### src/rtl/thresh_frame_ctrl.sv
// thresh_frame_ctrl: frame sequencer, C latch and image-port arbiter for the 3x3 adaptive-threshold engine
module thresh_frame_ctrl #(
  parameter int WIDTH_BITS     = 8,
  parameter int HEIGHT_BITS    = 8,
  parameter int RESET_CYCLES   = 2,
  parameter int TIMEOUT_CYCLES = 1048575,
  parameter int CNT_BITS       = 20,
  parameter int C_INIT         = 5
) (
  input  logic                   clock,
  input  logic                   not_reset,
  input  logic                   start,
  input  logic                   auto_mode,
  input  logic                   c_up,
  input  logic                   c_down,
  output logic                   eng_rst_n,
  output logic                   eng_processing,
  input  logic                   eng_finished,
  output logic [4:0]             eng_C,
  input  logic [WIDTH_BITS-1:0]  eng_col,
  input  logic [HEIGHT_BITS-1:0] eng_row,
  input  logic [WIDTH_BITS-1:0]  disp_col,
  input  logic [HEIGHT_BITS-1:0] disp_row,
  output logic [WIDTH_BITS-1:0]  img_col,
  output logic [HEIGHT_BITS-1:0] img_row,
  output logic                   disp_stall,
  output logic                   busy,
  output logic                   done,
  output logic                   err,
  output logic [4:0]             c_now,
  output logic [CNT_BITS-1:0]    frame_cycles
);
  typedef enum logic [2:0] {IDLE, ERST, RUN, DONE, ERROR} state_t;
  state_t state_q, state_d;
  logic [CNT_BITS-1:0] cnt_q, cnt_d, frame_cycles_q, frame_cycles_d;
  logic [4:0] c_now_q, c_now_d, eng_c_q, eng_c_d;
  logic eng_rst_n_q, eng_rst_n_d, eng_proc_q, eng_proc_d, done_q, done_d, err_q, err_d;
  // next-state decision; a finished flag beats a simultaneous timeout
  always_comb begin
    state_d = state_q;
    case (state_q)
      IDLE:    if (start) state_d = ERST;
      ERST:    if (cnt_q == CNT_BITS'(RESET_CYCLES - 1)) state_d = RUN;
      RUN:     if (eng_finished) state_d = DONE;
               else if (cnt_q == CNT_BITS'(TIMEOUT_CYCLES - 1)) state_d = ERROR;
      DONE:    state_d = auto_mode ? ERST : IDLE;
      ERROR:   if (start) state_d = ERST;
      default: state_d = IDLE;
    endcase
  end
  // registered outputs follow the next state so pins lag the decision by one cycle
  always_comb begin
    cnt_d          = (state_d != state_q) ? '0 : cnt_q + CNT_BITS'(1);
    frame_cycles_d = (state_q == RUN && eng_finished) ? cnt_q : frame_cycles_q;
    c_now_d        = (c_up && !c_down && c_now_q != 5'd31) ? c_now_q + 5'd1 :
                     (c_down && !c_up && c_now_q != 5'd0)  ? c_now_q - 5'd1 : c_now_q;
    eng_c_d        = (state_d == ERST && state_q != ERST) ? c_now_q : eng_c_q;
    eng_rst_n_d    = state_d != ERST;
    eng_proc_d     = state_d == RUN;
    done_d         = state_d == DONE;
    err_d          = state_d == ERROR;
  end
  // state and output registers, cleared asynchronously
  always_ff @(posedge clock or negedge not_reset) begin
    if (!not_reset) begin
      state_q        <= IDLE;
      cnt_q          <= '0;
      frame_cycles_q <= '0;
      c_now_q        <= 5'(C_INIT);
      eng_c_q        <= 5'(C_INIT);
      eng_rst_n_q    <= 1'b0;
      eng_proc_q     <= 1'b0;
      done_q         <= 1'b0;
      err_q          <= 1'b0;
    end else begin
      state_q        <= state_d;
      cnt_q          <= cnt_d;
      frame_cycles_q <= frame_cycles_d;
      c_now_q        <= c_now_d;
      eng_c_q        <= eng_c_d;
      eng_rst_n_q    <= eng_rst_n_d;
      eng_proc_q     <= eng_proc_d;
      done_q         <= done_d;
      err_q          <= err_d;
    end
  end
  assign img_col        = (state_q == RUN) ? eng_col : disp_col;
  assign img_row        = (state_q == RUN) ? eng_row : disp_row;
  assign disp_stall     = state_q == RUN;
  assign busy           = state_q != IDLE && state_q != ERROR;
  assign eng_rst_n      = eng_rst_n_q;
  assign eng_processing = eng_proc_q;
  assign eng_C          = eng_c_q;
  assign done           = done_q;
  assign err            = err_q;
  assign c_now          = c_now_q;
  assign frame_cycles   = frame_cycles_q;
endmodule
### config.mk
export PLATFORM = sky130hd
export DESIGN_NAME = thresh_frame_ctrl
export DESIGN_NICKNAME = d
export VERILOG_FILES = /design/src/rtl/thresh_frame_ctrl.sv
export SDC_FILE = /design/constraint.sdc
export NUM_CORES = 1
export LEC_CHECK = 0
export CAP_MARGIN = 20
export CORE_MARGIN = 5
export CORE_UTILIZATION = 42
export DETAILED_ROUTE_END_ITERATION = 10
export PLACE_DENSITY = 0.72
export SKIP_LAST_GASP = 1
export SLEW_MARGIN = 40
export SYNTH_ARGS = -nofsm -noshare
export SYNTH_HDL_FRONTEND = slang
export SYNTH_SLANG_ARGS = --single-unit
### constraint.sdc
create_clock -name clock -period 2 [get_ports clock]
set_input_delay 0.3 -clock clock [delete_from_list [all_inputs] [get_ports clock]]
set_output_delay 0.3 -clock clock [all_outputs]
set_load 0.02 [all_outputs]
# Word level (Yosys, flattened, before mapping)

Cells that the tools add are included.

$add $sub $neg: 3
Equality and inequality tests: 15
Multiplexer cells: 11
Reduce and logical (&&, ||, !) cells: 14

Operator list:

| cell                                                                     | count |
|---|---|
| 20-bit by 1-bit adder with 20-bit output (second input constant)         | 1 |
| 20-bit by 1-bit equality test with 1-bit output (second input constant)  | 1 |
| 20-bit equality test (second input constant)                             | 1 |
| 20-bit 2-to-1 mux                                                        | 1 |
| 8-bit 2-to-1 mux                                                         | 2 |
| 3-bit by 2-bit equality test with 1-bit output (second input constant)   | 4 |
| 3-bit 2-to-1 mux                                                         | 4 |
| 3-bit one-hot mux with 4 select lines                                    | 1 |
| 5-bit 2-to-1 mux                                                         | 2 |
| 1-bit logical AND                                                        | 7 |
| 3-bit by 1-bit equality test with 1-bit output (second input constant)   | 2 |
| 3-bit equality test (second input constant)                              | 2 |
| 3-bit by 1-bit inequality test with 1-bit output (second input constant) | 2 |
| 5-bit by 1-bit adder with 5-bit output (second input constant)           | 1 |
| 5-bit inequality test (second input constant)                            | 1 |
| 5-bit nonzero test                                                       | 1 |
| 5-bit by 1-bit subtractor with 5-bit output (second input constant)      | 1 |
| 3-bit logical NOT                                                        | 1 |
| 3-bit inequality test                                                    | 1 |
| 3-bit inequality test (second input constant)                            | 1 |
| 3-bit nonzero test                                                       | 1 |
| 1-bit logical NOT                                                        | 2 |
| 2-bit nonzero test                                                       | 1 |
| 2-bit OR reduction                                                       | 1 |
| 1-bit 2-to-1 mux                                                         | 1 |

Flip-flop bits (word level): 57
Output and inout bits: 52
Word-level logic and storage cells: 52

# Logic depth before layout (Yosys ltp)

Depth after elaboration: 6
Mapped depth: 8
Depth with buffers taken out: 8

# Worst setup path after synthesis

No wires, ideal clock.

Path kind: reg2reg
From: register c_now_q[1], in the netlist c_now[1]
To: register c_now_q[4], in the netlist c_now[4]
Arrival time: 2.062 ns
Slack: -0.141 ns
Stages on the path, launching flop included: 9
Path buffers: 0
Clock period less this slack: 2.141 ns
Cells stage by stage: dfrtp_1 > and3_1 > nand3_1 > nand3b_1 > fa_1 > a21o_1 > a21oi_1 > mux2i_1 > xor2_1

Longest elaborated chain between the ends: 3

RTL lines:

| item                                                                | RTL line | source |
|---|---|---|
| from (decl)                                                         | 36       | `logic [4:0] c_now_q, c_now_d, eng_c_q, eng_c_d;` |
| from (signal assigned)                                              | 69       | `c_now_q <= 5'(C_INIT);` |
| from (signal assigned)                                              | 79       | `c_now_q <= c_now_d;` |
| 5-bit by 1-bit subtractor with 5-bit output (tied with other cells) | 56       | `(c_down && !c_up && c_now_q != 5'd0) ? c_now_q - 5'd1 : c_now_q;` |
| 5-bit 2-to-1 mux (tied with other cells)                            | 56       |  |
| 5-bit 2-to-1 mux or 2-bit nonzero test (tied branches)              | n/a      |  |

Parallel ways exist; a longest one is shown, timed or not. The select of a mux whose other input is x is not followed.
A chain may end at the register's enable or synchronous reset.

# Final worst setup path

From: register cnt_q[4]
To: register cnt_q[16]

Longest elaborated chain between the ends: 6

RTL lines:

| item                                  | RTL line | source |
|---|---|---|
| from (decl)                           | 35       | `logic [CNT_BITS-1:0] cnt_q, cnt_d, frame_cycles_q, frame_cycles_d;` |
| from (signal assigned)                | 77       | `cnt_q <= cnt_d;` |
| 20-bit equality test                  | 45       | `else if (cnt_q == CNT_BITS'(TIMEOUT_CYCLES - 1)) state_d = ERROR;` |
| 3-bit 2-to-1 mux                      | 45       |  |
| 3-bit 2-to-1 mux                      | 44       | `RUN: if (eng_finished) state_d = DONE;` |
| 3-bit one-hot mux with 4 select lines | 41       | `case (state_q)` |
| 3-bit inequality test                 | 53       | `cnt_d = (state_d != state_q) ? '0 : cnt_q + CNT_BITS'(1);` |
| 20-bit 2-to-1 mux *                   | 53       |  |
| named net cnt_d[16]                   | 35       |  |

The timed path passes the listed nets; every way through them passes the cells marked *.

==> results <==
- The synthesized netlist cell count is approximately 250.
- The number of antenna violations at the first check in global routing is 0.
- Hold is met by approximately 0.48 ns.
- Across all setup checks in the final design, the least slack found is -0.133 ns.
- In this run, placement finished with an instance count of around 460.
- The transition time at the pin with the least slew margin is approximately 0.42 ns.
- The highest attainable clock frequency is ~470 MHz.
- The placer congestion estimate is between 0.7 and 0.8.
- The fraction of final layout cells with drive strength greater than 1 is roughly 45%.
- The number of endpoints with negative hold slack in the final report is 0.
- Using the TritonRoute via totals, the vias-per-cell ratio works out to approximately 5.4.
- Of all flip-flops after synthesis, the portion carrying an async set or reset was 100%.
- Clock tree synthesis found a total of 57 sinks.
- The synthesis-to-finish area growth is 69.4%.
- The sequential group share of total power is about a quarter.
- Dividing the final minimum period by the clock period gives 107%.
- Synthesis instantiated 42 different standard cells from the library.
- Each instance of the synthesized netlist takes up on average roughly 12 sq um.
- The starting density of the core is between 40% and 50%.
- The standard cell with the maximum stage delay on the critical path is sky130_fd_sc_hd__or4_4.
- For this run, design rule violations remaining after detail routing come to 0.
- The count of non-filler cells in the finished layout is about 480.
- The sum of buffers and inverters on the critical path is 2.
- The checks that failed: setup timing.
- In the final timing run, aggregate negative setup slack is -2.52 ns.
- The number of clock buffers inserted by TritonCTS is 9.
- The number of detailed-routing iterations run before antenna repair is 4.
- The number of routed nets with antenna violations is 0.
- The register-to-register path setup slack is -0.13 ns.
- The placeable core region is approximately 6700 sq um.
- The number of enable flip-flop cells after synthesis is 0.
- After global routing the overflow that remains totals 0.
- Synthesis produced a netlist with a net count of approximately 300.
- Power spread over the standard cell area amounts to 1180 nW/um^2.
- The synthesized design spends more area on one cell type than any other, namely sky130_fd_sc_hd__dfrtp_1.
- Per report_power, the clock group accounts for approximately a fifth of the total.
- The classification of the worst-slack hold path is input port to asynchronous set/reset pin.
- The floorplan step defined a die boundary enclosing ~8600 sq um.
- During placement, the flow inserted port buffers numbering 90.
- The critical path crosses 7 cells after its start point.
- The number of vias in the routed layout is ~2600.
- Per report_power, the combinational group accounts for 53.1% of the total.
- The dominant register cell in the synthesized netlist is sky130_fd_sc_hd__dfrtp_1.
- The leakage power is about 2.2 nW.
- The flow ran to the end, but the final reports show violations.
- The tool flagged a number of max-cap violations equal to 0.
- The pin count of the biggest net entering global routing is 58.
- In this run, synthesis produced a sequential element count of between 50 and 60.
- The H-tree depth is 3.
- The share of total power consumed by net switching is 35.6%.
- At the later pin of the worst-skew pair, clock insertion delay measures about 0.34 ns.
- Setup repair after global routing could not meet its margin everywhere.
- The clock-pin transition on the worst setup and hold timing paths is ~0.07 ns.
- The launching element type of the critical path is a register.
- The floorplan step set the die height to a little over 90 um.
- The switching component of the power is 2.05 mW.
- Data on the critical path is required at its endpoint by approximately 2.2 ns.
- For this design the top-level I/O count stands at 91.
- The endpoint kind of the worst setup timing path is a register.
- Across the VDD grid, the largest voltage drop is between 0.4 and 0.5 mV.
- Detailed placement finished with a half-perimeter wire length of about 5.5 mm.
- The horizontal die dimension is just over 90 um.
- The average wire per cell in the routed design is between 15 and 20 um.
- The antenna diode count is 0.
- The critical path goes through or4_4 -> or2_4 -> o31a_1 -> nor3_4 -> buf_6 -> buf_8 -> nor3_2.
- The maximum cell stage delay along the critical path is 0.56 ns.
- The first routing iteration left 120 violations.
- Setup violations remaining at the end of the flow were counted as 29.
- The initialized floorplan defines 30 standard-cell rows.
- The worst clock skew is ~0.0082 ns.
- The final count of pins violating max slew was 0.
- The largest driver fanout on the critical path is 6.
- The class of the most critical setup path is register to register.
- After synthesis the cells add up to a little under 3000 sq um.
- The fraction of the yosys area taken by sequential cells is 49.7%.
- Counting along the longest clock path gives a buffer depth of 2.
- The cell depth of the worst flop-to-flop path is 7.
- The cell class contributing the biggest share of worst-path delay is simple AND/OR/NAND/NOR gates.
- The number of warnings printed during yosys synthesis is 0.
- The via count of the first global-routing pass is approximately 2700.
- For this block, the routed nets add up to ~8.6 mm of wire.
- Headroom to the max-slew limit came out at just over 70%.
- The internal power of the cells totals between 3 and 4 mW.
- The net count of the finished layout is roughly 450.
- The smallest clock period supported by the final layout is computed as between 2 and 2.5 ns.
- By area the synthesized netlist is led by sky130_fd_sc_hd__dfrtp_1 46%, sky130_fd_sc_hd__mux2_2 17%, sky130_fd_sc_hd__xor2_1 5.2%, sky130_fd_sc_hd__nor3_1 3.8%, sky130_fd_sc_hd__dfstp_2 3.6%.
- The first global-routing pass estimated roughly 13 mm of wire.
- The root buffer cell chosen for the clock tree is sky130_fd_sc_hd__clkbuf_8.
- TritonCTS built the clock tree.
- The power consumption is ~5.8 mW.
- The area share of the largest cell type after synthesis is roughly 46%.
- Global routing consumed, over all layers together, 19.5% of the routing resources.
- Data on the critical path arrives at its endpoint at 2.36 ns.
## area by class of cell
class / count / area (sq um)
clock inverters: 3 / 65.1
repair buffers: 151 / 1470
well taps: 80 / 100
flip-flops and latches: 57 / 1430
clock buffers: 13 / 149
fillers: 460 / 1840
multi-input cells: 175 / 1640
inverters: 5 / 18.8
## layout by cell type (no fill, tap or decap), types with 5 or more instances in the layout
cell,instances
sky130_fd_sc_hd__buf_2,6
sky130_fd_sc_hd__buf_4,46
sky130_fd_sc_hd__buf_6,15
sky130_fd_sc_hd__clkbuf_8,10
sky130_fd_sc_hd__clkdlybuf4s50_1,71
sky130_fd_sc_hd__dfrtp_1,51
sky130_fd_sc_hd__ha_1,5
sky130_fd_sc_hd__inv_1,5
sky130_fd_sc_hd__mux2_2,35
sky130_fd_sc_hd__mux2_4,9
sky130_fd_sc_hd__nand2_1,8
sky130_fd_sc_hd__nand3_1,10
sky130_fd_sc_hd__nor2_1,7
sky130_fd_sc_hd__nor3_2,16
sky130_fd_sc_hd__nor3_4,5
sky130_fd_sc_hd__xnor2_1,5
sky130_fd_sc_hd__xor2_1,17
## tightest hold or removal path, delay by kind of cell
| family | cells | cell delay (ns) |
|---|---|---|
| buf+inv | 3 | 0.92 |
## synth_stat cells (all sizes together) (3+ instances only)
cell,count
ha,6
nand2b,3
nor3,23
nor4,3
dfrtp,53
dfstp,4
and3,5
and4,3
nor2,8
inv,5
clkbuf,4
nand2,8
mux2,44
buf,8
nand4,4
xnor2,5
a21oi,6
or4,3
nand3,12
xor2,17
## worst paths after layout
check | start | to
min in group clock | frame_cycles[4]$_DFFE_PN0P_ | frame_cycles[4]$_DFFE_PN0P_
worst max-delay path | cnt_q[4]$_DFF_PN0_ | cnt_q[16]$_DFF_PN0_
worst max register to register | cnt_q[4]$_DFF_PN0_ | cnt_q[16]$_DFF_PN0_
worst min-delay path | not_reset | frame_cycles[1]$_DFFE_PN0P_
max in group asynchronous | not_reset | eng_C[2]$_DFFE_PN1P_
worst min register to register | frame_cycles[4]$_DFFE_PN0P_ | frame_cycles[4]$_DFFE_PN0P_
## cells by family (layout without fill, tap and decap cells)
kind of cell	Yosys count	count (layout)	synth area share [%]
DFF	57	57	49.7
muxes	45	45	17.5
adders and majority gates	7	7	3.30
xor gates and xnor gates	22	22	6.68
buffers and inverters	17	172	2.73
and+or+nand+nor	84	84	16.4
AOI/OAI and AO/OA	17	17	3.73
## per-layer routing
layer | vias up | GRT usage [%] | wire [um] | part of all wire (%)
met5 | - | 0 | 0 | 0
met4 | 0 | 9.40 | 214 | 2.5
met3 | 18 | 5.69 | 712 | 8.2
met2 | 99 | 31.1 | 4240 | 49
met1 | 1275 | 24.1 | 3480 | 40
li1 | 1199 | - | - | -
## sequential cells by signal, summed over array words and instances, names as in the netlist
register	cells
cnt_q	20
c_now	5
err	1
eng_rst_n	1
done	1
eng_C	5
eng_processing	1
frame_cycles	20
state_q	3
## power by group through the flow
| stage | clock network, mW | logic (mW) | registers, mW |
|---|---|---|---|
| CTS | 1.20 | 2.53 | 1.52 |
| global route | 1.25 | 3.23 | 1.55 |
| global placement | 0 | 2.34 | 1.52 |
| floorplan | 0 | 1.06 | 1.77 |
| detailed placement | 0 | 2.39 | 1.53 |
| finish | 1.18 | 3.06 | 1.52 |
## what timing repair did
| action | in CTS | in global routing |
|---|---|---|
| cloned | 3 | 4 |
| setup buffers | 6 | 1 |
| pin swaps | 7 | 12 |
| setup endpoints to repair | 40 | 42 |
| gates resized for setup | 77 | 73 |
| endpoints found under the hold margin | 53 | 0 |
| hold buffers | 1 | 0 |
## metrics by stage
step	cell area [sq um]	setup WS [ns]	utilization, %
2_1_floorplan	2910	-0.117	-
3_3_place_gp	4250	-0.0779	63.2
3_5_place_dp	4250	-0.159	63.2
4_1_cts	4540	-0.168	67.6
5_1_grt	4880	-0.183	72.7
6_report	4880	-0.133	72.7
(Power assumes the default switching activity.)
==> RTL change (config.mk and constraints unchanged) <==
Set the parameter `TIMEOUT_CYCLES` to 524287 (it was 1048575).
--- a/src/rtl/thresh_frame_ctrl.sv
+++ b/src/rtl/thresh_frame_ctrl.sv
@@ -3,7 +3,7 @@
   parameter int WIDTH_BITS     = 8,
   parameter int HEIGHT_BITS    = 8,
   parameter int RESET_CYCLES   = 2,
-  parameter int TIMEOUT_CYCLES = 1048575,
+  parameter int TIMEOUT_CYCLES = 524287,
   parameter int CNT_BITS       = 20,
   parameter int C_INIT         = 5
 ) (
Behaviour: same outputs for any inputs over 10 cycles, from zero or initial values and one cycle with not_reset low; that may be too few to reach the edited logic, so the function may still have changed.
==> RTL change against the original RTL <==
The flow still finishes with violations (negative setup slack). Cell area is 2.9% lower. Global-route usage is 0.56 points lower. Routed wire length is 4.9% lower. Power is 7.4% lower. Synthesized cell count is 2.4% higher. Worst setup slack worse by 94 ps. Fmax is 4.2% lower. Sequential cell count stayed put. Utilization is 2.5 points lower. Area after synthesis is 1.1% higher. Critical path type unchanged. Largest cell class unchanged. Largest power group unchanged.
==> RTL change: results (changes against the original RTL) <==
stage,metric,value,unit,change
outcome,outcome,finished with violations,,unchanged
outcome,violations,negative setup slack,,unchanged
clocking,clk_pin_slew,60,ps,
synth,ys_seq_area_share,49.1,%,was 49.7%
placed_design,dp_cells,457,,was 455
clocking,cts_setup_buffers,4,,was 6
detailed_routing,wirelength,8230,um,was 8650 um
synth,yosys-top-cells-area,"dfrtp_1 46%, mux2_2 17%, xor2_1 4.5%, nor3_1 4.1%, dfstp_2 3.6%",,"was dfrtp_1 46%, mux2_2 17%, xor2_1 5.2%, nor3_1 3.8%, dfstp_2 3.6%"
finish,fillers,479,,was 460
global_route,grt_use_met3,5.47,%,was 5.69%
hold_path,holdCritPathClass,input port to asynchronous set/reset pin,,unchanged
detailed_routing,routed-wl-met2,3980,um,was 4240 um
clocking,cts_made_buffers,9,,unchanged
synth,synth_nets,301,,was 295
finish,nets,445,,unchanged
placed_design,dp_hpwl,5710,um,was 5550 um
detailed_routing,routedLengthMet1,3310,um,was 3480 um
finish,layout-drive-gt1-share,42.3,%,was 45.0%
placed_design,io_buffers,90,,unchanged
finish,final_cells,484,,unchanged
clocking,htreeDepth,3,,unchanged
global_route,grt_pass1_wl,12900,um,was 13300 um
global_route,grtUsageMet2,31.7,%,was 31.1%
clocking,cts_resized,93,,was 77
timing,maxSlewHeadroom,68.4,%,was 71.6%
clocking,hold_buffers,1,,unchanged
clocking,root_buffer,clkbuf_8,,unchanged
finish,post-route-util,70.2,%,was 72.7%
pwr,ir_worst_vdd,954,uV,was 466 uV
global_route,grt_max_degree,40,,was 58
placed_design,postPlaceCellArea,0.00426,mm2,was 0.00425 mm2
worst_setup_path,cp_max_fo,5,,was 6
synth,synthTopCellsByCount,"53 x dfrtp_1, 44 x mux2_2, 24 x nor3_1",,"was 53 x dfrtp_1, 44 x mux2_2, 22 x nor3_1"
detailed_routing,routed_via_density,5.29,,was 5.35
timing,worst_slack,-227,ps,was -133 ps
synth,synth.distinct_cells,42,,unchanged
worst_setup_path,crit_end,cnt_q[9],,was cnt_q[16]
timing,setup_viol_count_final,22,,was 29
timing,fin_skew,10.0,ps,was 8.18 ps
pwr,sw_frac_of_total,35.3,%,was 35.6%
clocking,cts_max_path_buffers,2,,unchanged
detailed_routing,dr_wl_met3,748,um,was 712 um
pwr,power.leakage,0.00212,uW,was 0.00222 uW
detailed_routing,first_iter_violations,145,,was 120
global_route,use_met1,22.7,%,was 24.1%
clocking,clock_latency,330,ps,
worst_setup_path,crit_start,cnt_q[3],,was cnt_q[4]
global_route,antenna_found_initial,0,,unchanged
worst_setup_path,r2r_slack,-230,ps,was -130 ps
synth,synth_cells,255,,was 249
worst_setup_path,cp.arrival,2440,ps,was 2360 ps
placed_design,gp_congestion,0.813,,was 0.765
global_route,grt_pass1_vias,2638,,was 2691
global_route,track_usage,18.9,%,was 19.5%
timing,holdWs,459,ps,was 483 ps
[RTL change: cell count changes after synthesis, sizes merged, moves of 2 or more]
cell	change
or3	+2
nand4	+2
nor2	+2
clkbuf	+5
xor2	-2
buf	-2
xnor2	+2
and3	-2
[RTL change: layout make-up]
cell class                      count  area share (%)
Clock inverter                      2           0.791
Clock buffer                       14            3.43
Sequential cell                    57            30.2
Timing Repair Buffer              148            29.5
Inverter                            5           0.396
Tap cell                           80            2.11
Multi-Input combinational cell    178            33.6
[RTL change: worst min path at each step]
stage,start,end
6_report,not_reset,err
5_1_grt,not_reset,cnt_q[2]
4_1_cts,not_reset,cnt_q[2]
3_5_place_dp,not_reset,err
3_3_place_gp,not_reset,err
2_1_floorplan,not_reset,c_now[1]
[RTL change: critical path, stage by stage, from the launching register on]
cell and delay (ps):
dfrtp_1 390, or4_4 520, or2_1 250, or3_4 340, a211oi_4 240, buf_6 170, clkbuf_16 160, nor3_2 40
[RTL change: power groups by stage]
stage | registers (uW) | clock network (uW) | logic (uW)
2_1_floorplan | 1750 | 0 | 1060
3_3_place_gp | 1490 | 0 | 2350
3_5_place_dp | 1500 | 0 | 2400
4_1_cts | 1490 | 1100 | 2520
5_1_grt | 1520 | 1150 | 2970
6_report | 1490 | 1080 | 2770
[RTL change: cells by family after synthesis]
logic type / Yosys count / synth area share, %
AO/OA/AOI/OAI: 17 / 3.82
multiplexers: 45 / 17.3
XOR/XNOR: 22 / 6.61
buffers and inverters: 20 / 3.39
flip-flops: 57 / 49.1
AND/OR/NAND/NOR: 87 / 16.4
adder cells (fa/ha/maj): 7 / 3.26
[RTL change: metrics by stage]
step                      worst slack, ps  TNS (ps)
after detailed placement             -174     -4240
after floorplan                      -184     -3900
after global placement               -109     -2660
final                                -227     -4230
after global routing                 -259     -5240
after CTS                            -196     -3990
